<file path="src/rtl/wb_regfile.sv">
// Write-back stage plus integer register file: selects the ALU or load value, commits it to
// the register array and serves two combinational read ports with same-cycle write-through.
module wb_regfile #(
  parameter int XLEN = 64,
  parameter int NREG = 32,
  parameter int AW   = 5,
  parameter int CNTW = 32
) (
  input  logic            clk,
  input  logic            reset,
  input  logic            MemtoReg_in,
  input  logic            RegWrite_in,
  input  logic [XLEN-1:0] Result_in,
  input  logic [XLEN-1:0] Read_Data_in,
  input  logic [AW-1:0]   rd_in,
  input  logic [AW-1:0]   rs1,
  input  logic [AW-1:0]   rs2,
  output logic [XLEN-1:0] rs1_data,
  output logic [XLEN-1:0] rs2_data,
  output logic [XLEN-1:0] wb_data,
  output logic            wb_en,
  output logic [AW-1:0]   wb_rd,
  output logic [CNTW-1:0] wr_count
);

  logic [XLEN-1:0] r_regs [NREG];
  logic [CNTW-1:0] r_wr_count;

  logic [XLEN-1:0] w_wb_data;
  logic            w_wb_en;
  logic [XLEN-1:0] w_rs1_data;
  logic [XLEN-1:0] w_rs2_data;

  // All write-back outputs are forced quiet while reset is held low.
  always_comb begin
    w_wb_data = '0;
    w_wb_en   = 1'b0;
    if (reset) begin
      w_wb_data = MemtoReg_in ? Read_Data_in : Result_in;
      w_wb_en   = RegWrite_in && (rd_in != '0);
    end
  end

  always_ff @(posedge clk or negedge reset) begin
    if (!reset) begin
      for (int i = 0; i < NREG; i++) begin
        r_regs[i] <= '0;
      end
      r_wr_count <= '0;
    end else if (w_wb_en) begin
      r_regs[rd_in] <= w_wb_data;
      r_wr_count    <= r_wr_count + 1'b1;
    end
  end

  // x0 reads zero first, then the committing write bypasses the array.
  always_comb begin
    w_rs1_data = '0;
    if (!reset || rs1 == '0) begin
      w_rs1_data = '0;
    end else if (w_wb_en && rd_in == rs1) begin
      w_rs1_data = w_wb_data;
    end else begin
      w_rs1_data = r_regs[rs1];
    end
  end

  always_comb begin
    w_rs2_data = '0;
    if (!reset || rs2 == '0) begin
      w_rs2_data = '0;
    end else if (w_wb_en && rd_in == rs2) begin
      w_rs2_data = w_wb_data;
    end else begin
      w_rs2_data = r_regs[rs2];
    end
  end

  assign rs1_data = w_rs1_data;
  assign rs2_data = w_rs2_data;
  assign wb_data  = w_wb_data;
  assign wb_en    = w_wb_en;
  assign wb_rd    = reset ? rd_in : '0;
  assign wr_count = r_wr_count;

endmodule

</file>
<file path="config.mk">
export PLATFORM = sky130hd
export DESIGN_NAME = wb_regfile
export DESIGN_NICKNAME = d
export VERILOG_FILES = /design/src/rtl/wb_regfile.sv
export SDC_FILE = /design/constraint.sdc
export NUM_CORES = 2
export LEC_CHECK = 0
export CORE_ASPECT_RATIO = 1.4
export CORE_UTILIZATION = 45
export CTS_BUF_LIST = sky130_fd_sc_hd__clkbuf_4 sky130_fd_sc_hd__clkbuf_8
export DETAILED_ROUTE_END_ITERATION = 7
export PLACE_DENSITY = 0.71
export SLEW_MARGIN = 10
export SYNTH_ARGS = -nofsm -noshare
export SYNTH_HDL_FRONTEND = slang
export SYNTH_SLANG_ARGS = --single-unit
</file>
<file path="constraint.sdc">
create_clock -name clk -period 5.1 [get_ports clk]
set_input_delay 1.02 -clock clk [delete_from_list [all_inputs] [get_ports clk]]
set_output_delay 1.02 -clock clk [all_outputs]
set_load 0.03 [all_outputs]
</file>
==> qor.csv <==
metric,value,unit
seqPwrFrac,0.467,
clkPwrFrac,0.382,
antenna_found_initial,11,
cts-root-buf,clkbuf_8,
violations,DRC,
syn-instance-count,9349,
status,"finished, violations left",
intPower,29.1,mW
place_inst,12100,
synth-seq-cells,2080,
dr.first_iter.drc_count,11100,
grt_setup_unrepaired,false,
ir_drop,0.000352,V
syn_area,105000,um^2
hold_path_startpoint,r_regs[1994],
layoutNonFillerInstCount,12700,
synthArstFlopShare,1.00,
r2r_cells,5,
cts_tree,done,
swShare,0.280,
area_delta_synth_final,14.3,%
fin_util,0.518,
r2r_slack,2790,ps
hpwl,218,mm
start_kind,primary input,
gp_congestion,0.916,
drv_cap,0,
die_w,410,um
power_leakage,51.7,nW
critical_path.max_fanout,20,
worstReg2RegEnd,wr_count[19],
finalWirelength,363,mm
skew,33.1,ps
die-area,236000,um^2
period_share,0.997,
slew_headroom,0.153,
cp-end-kind,output pin,
grtUsageTotal,0.308,
cp_slowest_stage_delay,660,ps
viasPerCell,6.59,
clk_pin_slew,60,ps
worst_path_most_repeated_cell,buf_4,
clockBufferDepth,4,
cts_made_buffers,347,
drc,102,
final.min_clock_period,5080,ps
rows,209,
htreeDepth,5,
num_vias,83700,
drive_gt1_frac,0.243,
start_util,0.453,
grt_pass1_vias,84500,
layout.nets,9549,
coreArea,232000,um^2
synth_nets,9497,
grt_pass1_wl,543,mm
ios,377,
cellPowerDensity,336,nW/um^2
slew_viol_final,0,
clkLatencyLatePin,1100,ps
reg2reg_from,wr_count[4],
wl_per_cell,28.6,um
setup_viol,0,
placedInstanceArea,113000,um^2
io_buffers,376,
p_comb_frac,0.151,
critPathSlowestCell,clkdlybuf4s50_1,
grt-ovfl-total,0,
fmax,197,MHz
power,40.4,mW
synth_ff_type,dfrtp_1,
grt_start_max_net_pins,186,
first_pass_iters,8,
yosysSeqAreaShare,0.495,
synth_edf_count,0,
cp.required,4080,ps
hold_depth,0,
arrival,4060,ps
yosys_warnings,0,
timing_hold_violations_final,0,
whs_endpoint,r_regs[1994],
path_class,primary input to output pin,
power.net_switching,11.3,mW
cts_sinks,2080,
die_h,574,um
syn_area_per_cell,11.2,um^2
postLayoutCellArea,120000,um^2
synth_cell_type_count,57,
postRouteAntennaNets,0,
hold_path.class,register to register,
path_cells,clkdlybuf4s50_1 > buf_4 > nor2b_1 > buf_4 > nand2_4 > buf_12 > buf_4 > o22ai_1 > or4_1 > o22ai_1 > buf_4 > buf_4,
worst_pin_slew,1270,ps
==> worst max-delay path, delay by kind of cell <==
kind / cells / cell delay (ps)
buffers and inverters: 7 / 1910
and+or+nand+nor: 3 / 650
AOI/OAI and AO/OA: 2 / 440
==> metrics by stage <==
stage | TNS [ps] | hold slack [ps] | worst slack (ps)
after global routing | 0 | 409 | 5.07
after global placement | -124 | 376 | -124
after CTS | 0 | 370 | 36.2
after detailed placement | -139 | 383 | -139
final | 0 | 396 | 15.1
after floorplan | 0 | 438 | 922
==> synthesized netlist by cell type (13+ instances only) <==
| cell type | number | share of area |
|---|---|---|
| dfrtp_1 | 2080 | 0.50 |
| xnor2_1 | 28 | 0.0023 |
| buf_6 | 44 | 0.0047 |
| a21oi_1 | 16 | 0.00076 |
| o21ai_0 | 1969 | 0.094 |
| clkbuf_1 | 784 | 0.028 |
| buf_1 | 36 | 0.0013 |
| buf_4 | 83 | 0.0059 |
| o21ai_1 | 17 | 0.00081 |
| mux2i_1 | 13 | 0.0012 |
| inv_1 | 68 | 0.0024 |
| o22ai_1 | 568 | 0.034 |
| mux4_2 | 1020 | 0.22 |
| nand2_1 | 2085 | 0.074 |
| a22oi_1 | 23 | 0.0016 |
| or4_1 | 117 | 0.0084 |
| buf_2 | 142 | 0.0068 |
| nor2_1 | 19 | 0.00068 |
| nand3_1 | 25 | 0.0012 |
| xor2_1 | 13 | 0.0011 |
| o22ai_2 | 20 | 0.0024 |
| mux2_2 | 67 | 0.0072 |
==> state kept, by name, summed over array words and instances (netlist names) <==
register	count
wr_count	32
r_regs	2048
==> what timing repair did <==
action                                  4_1_cts  5_1_grt
endpoints found under the setup margin        1        3
hold buffers                                  1        0
buffers inserted                              0        0
resized for setup                             1        5
endpoints found under the hold margin        13        0
==> cell type report <==
cell class	count	area, um^2
multi-input cells	6110	48300
fillers	19500	112000
flip-flops and latches	2080	52000
clock inverters	37	328
well taps	3059	3830
inverters	70	263
repair buffers	792	8570
clock buffers	550	6740
diodes	6	15.0
==> cell families (layout without fill, tap and decap cells) <==
logic type	after synthesis	in the layout	synth area share
compound gates	2645	2645	0.136
simple gates	2323	2323	0.0895
flops	2080	2080	0.495
buf+inv	1159	1449	0.0492
mux	1100	1100	0.227
xor+xnor	41	41	0.00342
fa+ha+maj	1	1	0.000119
other cells	0	6	0
==> worst max-delay path by stage <==
stage | start | to | slack (ps) | cells past startpoint
after global routing | rs1[2] | rs1_data[21] | 5 | 12
final | rs1[2] | rs1_data[21] | 20 | 12
after floorplan | rd_in[1] | rs1_data[62] | 920 | 8
after detailed placement | rs1[2] | rs1_data[48] | -140 | 10
after global placement | rs1[2] | rs1_data[48] | -120 | 10
after CTS | rs1[2] | rs1_data[22] | 40 | 12
==> power by group through the flow <==
stage	clock network (mW)	logic, mW	registers (mW)
2_1_floorplan	0	3.77	18.8
3_3_place_gp	0	5.90	18.9
3_5_place_dp	0	6.02	19.1
4_1_cts	15.5	6.04	18.8
5_1_grt	16.3	6.54	19.0
6_report	15.4	6.10	18.9
==> per-layer routing <==
metal  global-route usage  wire length [um]  vias up  part of all wire
li1                     -                 -    34200                 -
met1                0.388            128000    42000              0.35
met2                0.469            166000     5996              0.46
met3               0.0971             45400     1435              0.13
met4                0.178             23300       12             0.064
met5              0.00183               118        -           0.00033
==> cell usage in the layout (no fill, tap or decap), drive strengths merged, types with 16 or more instances in the layout <==
cell           instances
clkinv                27
clkbuf               550
inv                   71
dfrtp               2080
o22ai                588
buf                  591
a21oi                 16
clkdlybuf4s50        200
nand3                 25
xnor2                 28
o21ai               1986
nand2               2090
or4                  117
nor2                  19
mux2                  67
a22oi                 23
mux4                1020
(Power assumes the default switching activity.)
